==> src/rtl/metrics_counter_bank.sv <==
// Bank of independent cycle/event counters with wrap-or-saturate overflow,
// sticky overflow flags and an atomic all-channel snapshot register.
module metrics_counter_bank #(
  parameter int                 NUM_CNT       = 4,
  parameter int                 COUNTER_WIDTH = 64,
  parameter int                 INC_WIDTH     = 4,
  parameter logic [NUM_CNT-1:0] CYCLE_MASK    = 'h1,
  parameter bit                 SATURATE      = 1'b0
) (
  input  logic                             clk,
  input  logic                             rst,
  input  logic [NUM_CNT-1:0]               en,
  input  logic [NUM_CNT-1:0]               clear,
  input  logic [NUM_CNT*INC_WIDTH-1:0]     evt_inc,
  input  logic                             snap,
  input  logic                             snap_clr,
  output logic [NUM_CNT*COUNTER_WIDTH-1:0] cnt_live,
  output logic [NUM_CNT*COUNTER_WIDTH-1:0] cnt_snap,
  output logic [NUM_CNT-1:0]               ovf,
  output logic                             snap_valid
);

  localparam int SUM_W = COUNTER_WIDTH + 1;

  if (NUM_CNT < 1 || NUM_CNT > 32) begin : g_bad_num_cnt
    $error("metrics_counter_bank: NUM_CNT must be in 1..32");
  end
  if (INC_WIDTH < 1 || INC_WIDTH > COUNTER_WIDTH) begin : g_bad_inc_width
    $error("metrics_counter_bank: INC_WIDTH must be 1..COUNTER_WIDTH");
  end
  if (COUNTER_WIDTH < 8 || COUNTER_WIDTH > 64 || (COUNTER_WIDTH % 8) != 0) begin : g_bad_cnt_width
    $error("metrics_counter_bank: COUNTER_WIDTH must be a multiple of 8 in 8..64");
  end

  logic [COUNTER_WIDTH-1:0] cnt_q  [NUM_CNT];
  logic [COUNTER_WIDTH-1:0] cnt_d  [NUM_CNT];
  logic [COUNTER_WIDTH-1:0] snap_q [NUM_CNT];
  logic [COUNTER_WIDTH-1:0] snap_d [NUM_CNT];
  logic [NUM_CNT-1:0]       ovf_q;
  logic [NUM_CNT-1:0]       ovf_d;
  logic                     snap_valid_q;
  logic                     snap_valid_d;

  for (genvar g = 0; g < NUM_CNT; g++) begin : g_ch
    logic [SUM_W-1:0]         inc_ext;
    logic [SUM_W-1:0]         sum;
    logic [COUNTER_WIDTH-1:0] cnt_nxt;
    logic                     ovf_nxt;

    // The extra top bit of sum is the carry that marks an overflow.
    always_comb begin
      inc_ext = '0;
      if (CYCLE_MASK[g]) begin
        inc_ext = SUM_W'(1);
      end else begin
        inc_ext = SUM_W'(evt_inc[g*INC_WIDTH +: INC_WIDTH]);
      end
      sum = {1'b0, cnt_q[g]} + inc_ext;
    end

    always_comb begin
      cnt_nxt = cnt_q[g];
      ovf_nxt = ovf_q[g];
      if (clear[g]) begin
        cnt_nxt = '0;
        ovf_nxt = 1'b0;
      end else if (en[g]) begin
        if (sum[COUNTER_WIDTH]) begin
          ovf_nxt = 1'b1;
          cnt_nxt = SATURATE ? '1 : sum[COUNTER_WIDTH-1:0];
        end else begin
          cnt_nxt = sum[COUNTER_WIDTH-1:0];
        end
      end
    end

    assign cnt_d[g] = cnt_nxt;
    assign ovf_d[g] = ovf_nxt;

    assign cnt_live[g*COUNTER_WIDTH +: COUNTER_WIDTH] = cnt_q[g];
    assign cnt_snap[g*COUNTER_WIDTH +: COUNTER_WIDTH] = snap_q[g];
  end

  // Snapshot handshake: snap copies the pre-update counters of every channel
  // and raises snap_valid; software reads cnt_snap, then pulses snap_clr.
  // snap beats snap_clr, and a snap while valid simply overwrites.
  always_comb begin
    snap_d       = snap_q;
    snap_valid_d = snap_valid_q;
    if (snap) begin
      snap_d       = cnt_q;
      snap_valid_d = 1'b1;
    end else if (snap_clr) begin
      snap_valid_d = 1'b0;
    end
  end

  always_ff @(posedge clk) begin
    if (rst) begin
      for (int i = 0; i < NUM_CNT; i++) begin
        cnt_q[i]  <= '0;
        snap_q[i] <= '0;
      end
      ovf_q        <= '0;
      snap_valid_q <= 1'b0;
    end else begin
      cnt_q        <= cnt_d;
      snap_q       <= snap_d;
      ovf_q        <= ovf_d;
      snap_valid_q <= snap_valid_d;
    end
  end

  assign ovf        = ovf_q;
  assign snap_valid = snap_valid_q;

endmodule

==> config.mk <==
export PLATFORM = sky130hd
export DESIGN_NAME = metrics_counter_bank
export DESIGN_NICKNAME = d
export VERILOG_FILES = /design/src/rtl/metrics_counter_bank.sv
export SDC_FILE = /design/constraint.sdc
export NUM_CORES = 1
export LEC_CHECK = 0
export CORE_MARGIN = 3
export CORE_UTILIZATION = 50
export DETAILED_ROUTE_END_ITERATION = 10
export PLACE_DENSITY_LB_ADDON = 0.08
export SETUP_SLACK_MARGIN = 0.1
export SLEW_MARGIN = 30
export SYNTH_ARGS = -nofsm -noshare
export SYNTH_HDL_FRONTEND = slang
export SYNTH_SLANG_ARGS = --single-unit
==> constraint.sdc <==
create_clock -name clk -period 2.77 [get_ports clk]
set_clock_uncertainty 0.1 [all_clocks]
set_input_delay 0.277 -clock clk [delete_from_list [all_inputs] [get_ports clk]]
set_output_delay 0.277 -clock clk [all_outputs]
set_load 0.02 [all_outputs]
# Yosys cells after proc, flatten, opt, wreduce, memory -nomap -nowiden

Cells that the tools add are included.

Add/sub/neg operators: 4
Mux-type cells: 2
Reduce and logical (&&, ||, !) cells: 9

Operators with widths:

| kind                                                             | number |
|---|---|
| 64-bit by 4-bit adder with 65-bit output                         | 3 |
| 64-bit by 1-bit adder with 65-bit output (second input constant) | 1 |
| 2-bit AND reduction                                              | 4 |
| 2-bit OR reduction                                               | 4 |
| 1-bit two-way mux                                                | 2 |
| 2-bit nonzero test                                               | 1 |

Register bits after elaboration: 517
Bits of input ports: 28
Word-level logic and storage cells: 28

# Longest topological paths before layout

Gate-level depths: netlist of the first run.

Depth after elaboration: 2
Gate-level depth with buffers: 9
Mapped depth without buffers: 7

# Worst setup path after synthesis of the first run

Ideal clock, no wire load.

Path type: register -> register
Start: register cnt_q (netlist bit cnt_live[194])
End: register cnt_q (netlist bit cnt_live[255])
Library setup time: 0.070 ns
Data arrival time: 2.385 ns
Slack: 0.215 ns
Stages on the path, launching flop included: 8
Clock period less this slack: 2.555 ns
Cells stage by stage: dfxtp_1 -> ha_1 -> nand3_1 -> o22a_1 -> or4_4 -> buf_6 -> or4_1 -> a21oi_1

Cells in the longest elaborated chain, start to end: 1

RTL lines:

| element                                  | line | source |
|---|---|---|
| start, declared                          | 35   | `logic [COUNTER_WIDTH-1:0] cnt_q [NUM_CNT];` |
| start signal, assigned                   | 107  | `cnt_q <= cnt_d;` |
| 64-bit by 4-bit adder with 65-bit output | 58   | `sum = {1'b0, cnt_q[g]} + inc_ext;` |

No other way between the ends.
A chain may end at the register's enable or synchronous reset.

# Worst setup path in the final report of the first run

Start: register cnt_q (netlist bit cnt_live[195])
End: register cnt_q (netlist bit cnt_live[239])

Same word-level chain as after synthesis.

==> metrics.yaml, run 1 <==
dieArea_mm2: 0.0461
row_count: 75
core_mm2: 0.0425
place_ws_ps: -152
cts_made_buffers: 54
syn-mean-instance-area_um2: 9.16
fp.dieW_um: 215
dp_hpwl_um: 51500
synthTopCellsByArea: "dfxtp_1 (47%), mux2i_1 (12%), nor2_1 (7.1%)"
status: "completed"
ys.flop_type: "dfxtp_1"
synth_area_leader_cell: "dfxtp_1"
vias: 20664
wire_per_inst_um: 19.5
htree_num_levels: 2
r2r-start: "cnt_live[195]$_SDFFE_PP0P_"
yosys.area.top_type_share_pct: 47.5
synth_cell_types: 58
cp_num_buf_inv: 1
grt_setup_unrepaired: "no"
cts_setup_buffers: 0
fmax_ghz: 0.393
whs_path_depth: 3
slew_viol_final: 0
ys_ff_latch: 517
cts_max_path_buffers: 3
placedCellCount: 3521
crit_arrival_ps: 2970
hold_violations: 0
cts.sinks: 517
cp_num_cells: 7
gp_congestion: 0.884
clk_latency_ps: 600
syn_area_mm2: 0.0218
cap_viol_max_count: 0
syn_nets: 2423
tightest_slew_ps: 875
setup_viol: 0
min_from: "snap"
required_ps: 3190
vias_per_cell: 5.70
yosysWarnings: 0
p_leak_nw: 11.1
portBuffers: 540
grt_overflow: 0
clockRootBuffer: "clkbuf_16"
io_pins: 545
worst_hold_path.endpoint: "snap_valid$_SDFFE_PP0P_"
r2r_cells: 7
synth-edff-count: 0
first_iter_violations: 1440
grt_max_degree: 80
relSlewSlack_pct: 41.1
gr-usage-all-layers_pct: 29.3
final_layout_size_suffix_gt1_share_pct: 8.97
worstSetupPathType: "flip-flop to flip-flop"
slowest_delay_ps: 590
grt_pass1_wl_um: 111000
setup_ws_ps: 227
fin_nets: 3045
grt_pass1_vias: 19884
fin_setup_tns_ps: 0
p_per_area_mw_per_mm2: 515
final.min_clock_period_ps: 2540
ys_seq_area_share_pct: 47.5
critPathMaxFanout: 14
clkTransAtPathRegs_ps: 60
crit_slowest_cell: "or4_4"
syn2layout_area_growth_pct: 40.4
r2r_slack_ps: 230
layout.cells.non_filler: 3623
worst_path_most_repeated_cell: "a21oi_1"
antenna_found_initial: 2
path_delay_family: "simple AND/OR/NAND/NOR gates"
total_power_mw: 15.8
ant_nets: 0
totalWireLength_um: 70700
start_kind: "flip-flop"
worstSetupEndpointType: "flip-flop"
syn-instance-count: 2379
utilization_pct: 72.0
synthArstFlopShare_pct: 0
worstHoldPathType: "input pin to flip-flop"
ir_drop_uv: 405
min_period_over_period_pct: 91.8
die_y_um: 215
firstDrtPassIters: 7
crit_chain: "ha_1, a21oi_1, o22a_1, or4_4, buf_4, or3_1, a21oi_1"
cts_tree: "done"
start_util_pct: 51.3
drc: 0
r2r-end: "cnt_live[239]$_SDFFE_PP0P_"
## cells in the final DEF (no fill, tap or decap), types with 9 or more instances in the layout
cell / n
or4_1: 58
and4_1: 23
a21oi_1: 134
nand4_1: 109
o21a_1: 12
and3_1: 26
clkbuf_16: 57
xor2_1: 60
nor2_1: 411
clkdlybuf4s50_1: 538
inv_1: 39
ha_1: 13
o21ai_0: 65
mux2i_1: 267
nor3_1: 30
nand3_1: 100
nor4_1: 32
clkbuf_1: 11
nand2_1: 95
or3_1: 63
dfxtp_1: 517
xnor2_1: 51
o41ai_1: 12
and2_1: 9
o31ai_1: 52
buf_4: 148
clkbuf_8: 14
## worst min-delay path: stages
cell and delay [ps]:
buf_8 210, a21oi_1 170, nor2_1 50
## sequential cells by signal (all words and copies together) (netlist names)
register    flops
snap_valid      1
cnt_snap      256
ovf             4
cnt_live      256
## kinds of logic (layout without fill, tap and decap cells)
family	Yosys count	count (layout)	synth area share [%]
mux	267	267	12.3
simple gates	1002	1002	23.6
xor+xnor	111	111	4.46
compound gates	299	299	8.10
fa+ha+maj	16	16	1.02
flops	517	517	47.5
other cells	0	4	0
buf+inv	167	830	3.04
## where the power goes
group          switching (mW)  internal (mW)
combinational           0.339          0.221
clock                    2.99           4.73
sequential             0.0164           7.45
## cell usage after synthesis, drive strengths merged, types with 10 or more instances
library cell  count
buf              44
nor4             41
xnor2            51
and3             27
nand2            95
and4             23
dfxtp           517
nor3             33
clkbuf           84
o41ai            12
a21oi           134
or4              60
xor2             60
nor2            412
inv              39
mux2i           267
nand4           110
o21a             12
or3              63
o21ai            66
nand3           102
ha               13
and2             10
o31ai            52
## per-stage QoR
stage	area [µm²]	hold slack [ps]
2_1_floorplan	21800	325
3_3_place_gp	28600	349
3_5_place_dp	28600	358
4_1_cts	30500	46.6
5_1_grt	30600	85.2
6_report	30600	59.3
## worst max path at each step
stage	from	end	slack [ps]
detailed placement	evt_inc[4]	cnt_live[94]$_SDFFE_PP0P_	-150
floorplan	cnt_live[194]$_SDFFE_PP0P_	cnt_live[255]$_SDFFE_PP0P_	210
global route	cnt_live[163]$_SDFFE_PP0P_	cnt_live[180]$_SDFFE_PP0P_	100
finish	cnt_live[195]$_SDFFE_PP0P_	cnt_live[239]$_SDFFE_PP0P_	230
global placement	evt_inc[4]	cnt_live[96]$_SDFFE_PP0P_	-130
CTS	cnt_live[134]$_SDFFE_PP0P_	cnt_live[188]$_SDFFE_PP0P_	130
## per-layer routing
metal  routed length, µm  part of all wire (%)  vias up  GRT usage, %
met5                   0                     0        -             0
met4                2120                   3.0        0          9.38
met3                5130                   7.2      126          6.14
met2               34700                    49      754          51.3
met1               28800                    41     9993          36.2
li1                    -                     -     9791             -
## area by class of cell
class                   instances  area, µm²
clock inverters                16        259
repair buffers                694       6640
multi-input cells            1695      10800
fillers                      3250      11900
clock buffers                  81       1650
inverters                      39        146
diodes                          4       10.0
flip-flops and latches        517      10300
well taps                     577        722
## repair_timing
action,4_1_cts,5_1_grt
hold endpoints to repair,25,0
setup endpoints to repair,0,27
hold buffers,1,0
resized for setup,0,10
Power figures use the tool's default switching activity.
==> run 2: changes to the inputs <==
--- a/config.mk
+++ b/config.mk
@@ -5,7 +5,6 @@
 export SDC_FILE = /design/constraint.sdc
 export NUM_CORES = 1
 export LEC_CHECK = 0
-export CORE_MARGIN = 3
 export CORE_UTILIZATION = 50
 export DETAILED_ROUTE_END_ITERATION = 10
 export PLACE_DENSITY_LB_ADDON = 0.08
==> metrics.yaml, run 2 (synthesis results as in run 1) <==
n_antenna_cell: 0  # -4
worstSetupPathType: "flip-flop to flip-flop"
clkTransAtPathRegs_ps: 60  # about the same
grt_overflow: 0  # unchanged
start_util_pct: 50.6  # -0.67 points
layout.cells.non_filler: 3639  # +0.44%
min_from: "snap"
vias_per_cell: 5.64  # -1.1%
final_cell_mix: "clkdlybuf4s50_1 (538), dfxtp_1 (517), nor2_1 (411)"
worstSetupEndpointType: "flip-flop"
grt_pass1_wl_um: 107000  # -3.9%
drc: 0  # unchanged
cts_made_buffers: 54  # unchanged
cts_max_path_buffers: 3  # unchanged
r2r-start: "cnt_live[195]$_SDFFE_PP0P_"
crit_arrival_ps: 2970  # about the same
htree_num_levels: 2  # unchanged
dp_hpwl_um: 49500  # -4.0%
grt_setup_unrepaired: "no"
r2r_cells: 7  # unchanged
start_kind: "flip-flop"
cts_tree: "done"
relSlewSlack_pct: 44.5  # +3.3 points
gr-usage-all-layers_pct: 29.7  # +0.38 points
tightest_slew_ps: 833  # -42.1 ps
min_period_over_period_pct: 92.0  # +0.19 points
final_layout_size_suffix_gt1_share_pct: 9.46  # +0.49 points
slew_viol_final: 0  # unchanged
cts.sinks: 517  # unchanged
first_iter_violations: 1446  # +0.42%
io_pins: 545  # unchanged
die_y_um: 211  # -1.9%
gp_congestion: 0.884  # unchanged
whs_ps: 88.1  # +28.8 ps
place_ws_ps: -106  # +46.6 ps
r2r_slack_ps: 220  # about the same
num-fill-cells: 3318  # +2.1%
cts_setup_buffers: 0  # unchanged
cap_viol_max_count: 0  # unchanged
p_leak_nw: 11.1  # +0.21%
utilization_pct: 71.2  # -0.77 points
required_ps: 3190  # about the same
layout_commonest_cell: "clkdlybuf4s50_1"
critPathMaxFanout: 14  # unchanged
setup_viol: 0  # unchanged
core_mm2: 0.0431  # +1.3%
syn2layout_area_growth_pct: 40.8
vias: 20536  # -0.62%
wire_per_inst_um: 18.8  # -3.7%
fin_setup_tns_ps: 0  # unchanged
fp.dieW_um: 211  # -1.9%
setup_ws_ps: 222  # -5.25 ps
worst_hold_path.endpoint: "cnt_snap[195]$_SDFFE_PP0P_"
ir_drop_uv: 516  # +27%
portBuffers: 540  # unchanged
totalWireLength_um: 68400  # -3.3%
dieArea_mm2: 0.0444  # -3.7%
antenna_found_initial: 1  # -1
hold_violations: 0  # unchanged
p_per_area_mw_per_mm2: 511  # -0.74%
row_count: 76  # +1.3%
r2r-end: "cnt_live[237]$_SDFFE_PP0P_"
clockRootBuffer: "clkbuf_16"
status: "completed"
whs_path_depth: 3  # unchanged
ant_nets: 0  # unchanged
grt_pass1_vias: 20076  # +0.97%
clk_latency_ps: 600  # about the same
final.min_clock_period_ps: 2550  # +5.25 ps
firstDrtPassIters: 7  # unchanged
fmax_ghz: 0.392  # -0.21%
placedCellCount: 3539  # +0.51%
fin_nets: 3055  # +0.33%
worstHoldPathType: "input pin to flip-flop"
grt_max_degree: 82  # +2.5%
-- run 2: worst max-delay path: stages, from the launching register on --
cell     delay [ps]
dfxtp_1         390
ha_4            330
nand3_1         110
o22a_1          200
or4_4           610
buf_4           220
or3_1           360
a21oi_1         160
-- run 2: cell type report --
class / count / area (µm²) / area share (%)
timing repair buffer: 704 / 6720 / 21.9
sequential: 517 / 10300 / 33.7
tap: 585 / 732 / 2.39
clock inverter: 21 / 260 / 0.848
multi-input combinational: 1695 / 10800 / 35.3
inverter: 39 / 146 / 0.477
clock buffer: 78 / 1640 / 5.33
-- run 2: timing repair --
action | 4_1_cts | 5_1_grt
resized for setup | 0 | 10
hold endpoints to repair | 21 | 0
hold buffers | 1 | 0
endpoints found under the setup margin | 0 | 32
-- run 2: metal layers --
metal  track usage (%)  vias to the layer above  routed length [µm]
li1                  -                     9816                   -
met1              35.9                     9810               28200
met2              50.8                      754               32700
met3              6.99                      154                5170
met5                 0                        -                  16
met4              12.0                        2                2350
-- run 2: how the worst max path moves through the flow --
| stage | startpoint | end | slack (ps) | cells after the start |
|---|---|---|---|---|
| 5_1_grt | cnt_live[155]$_SDFFE_PP0P_ | cnt_live[159]$_SDFFE_PP0P_ | 100 | 6 |
| 2_1_floorplan | cnt_live[194]$_SDFFE_PP0P_ | cnt_live[255]$_SDFFE_PP0P_ | 210 | 7 |
| 3_3_place_gp | evt_inc[15] | cnt_live[233]$_SDFFE_PP0P_ | -80 | 8 |
| 6_report | cnt_live[195]$_SDFFE_PP0P_ | cnt_live[237]$_SDFFE_PP0P_ | 220 | 7 |
| 3_5_place_dp | evt_inc[15] | cnt_live[237]$_SDFFE_PP0P_ | -110 | 8 |
| 4_1_cts | cnt_live[195]$_SDFFE_PP0P_ | cnt_live[237]$_SDFFE_PP0P_ | 160 | 7 |
-- run 2: where the power goes --
part	total, mW	switching, mW	internal, mW
logic	0.566	0.340	0.226
clock network	7.64	3.00	4.64
registers	7.47	0.0177	7.45
total	15.7	3.36	12.3
-- run 2: per-stage QoR --
stage	area, µm²	total power, mW
2_1_floorplan	21800	7.99
3_3_place_gp	28700	8.18
3_5_place_dp	28700	8.19
4_1_cts	30600	15.8
5_1_grt	30700	16.1
6_report	30700	15.7
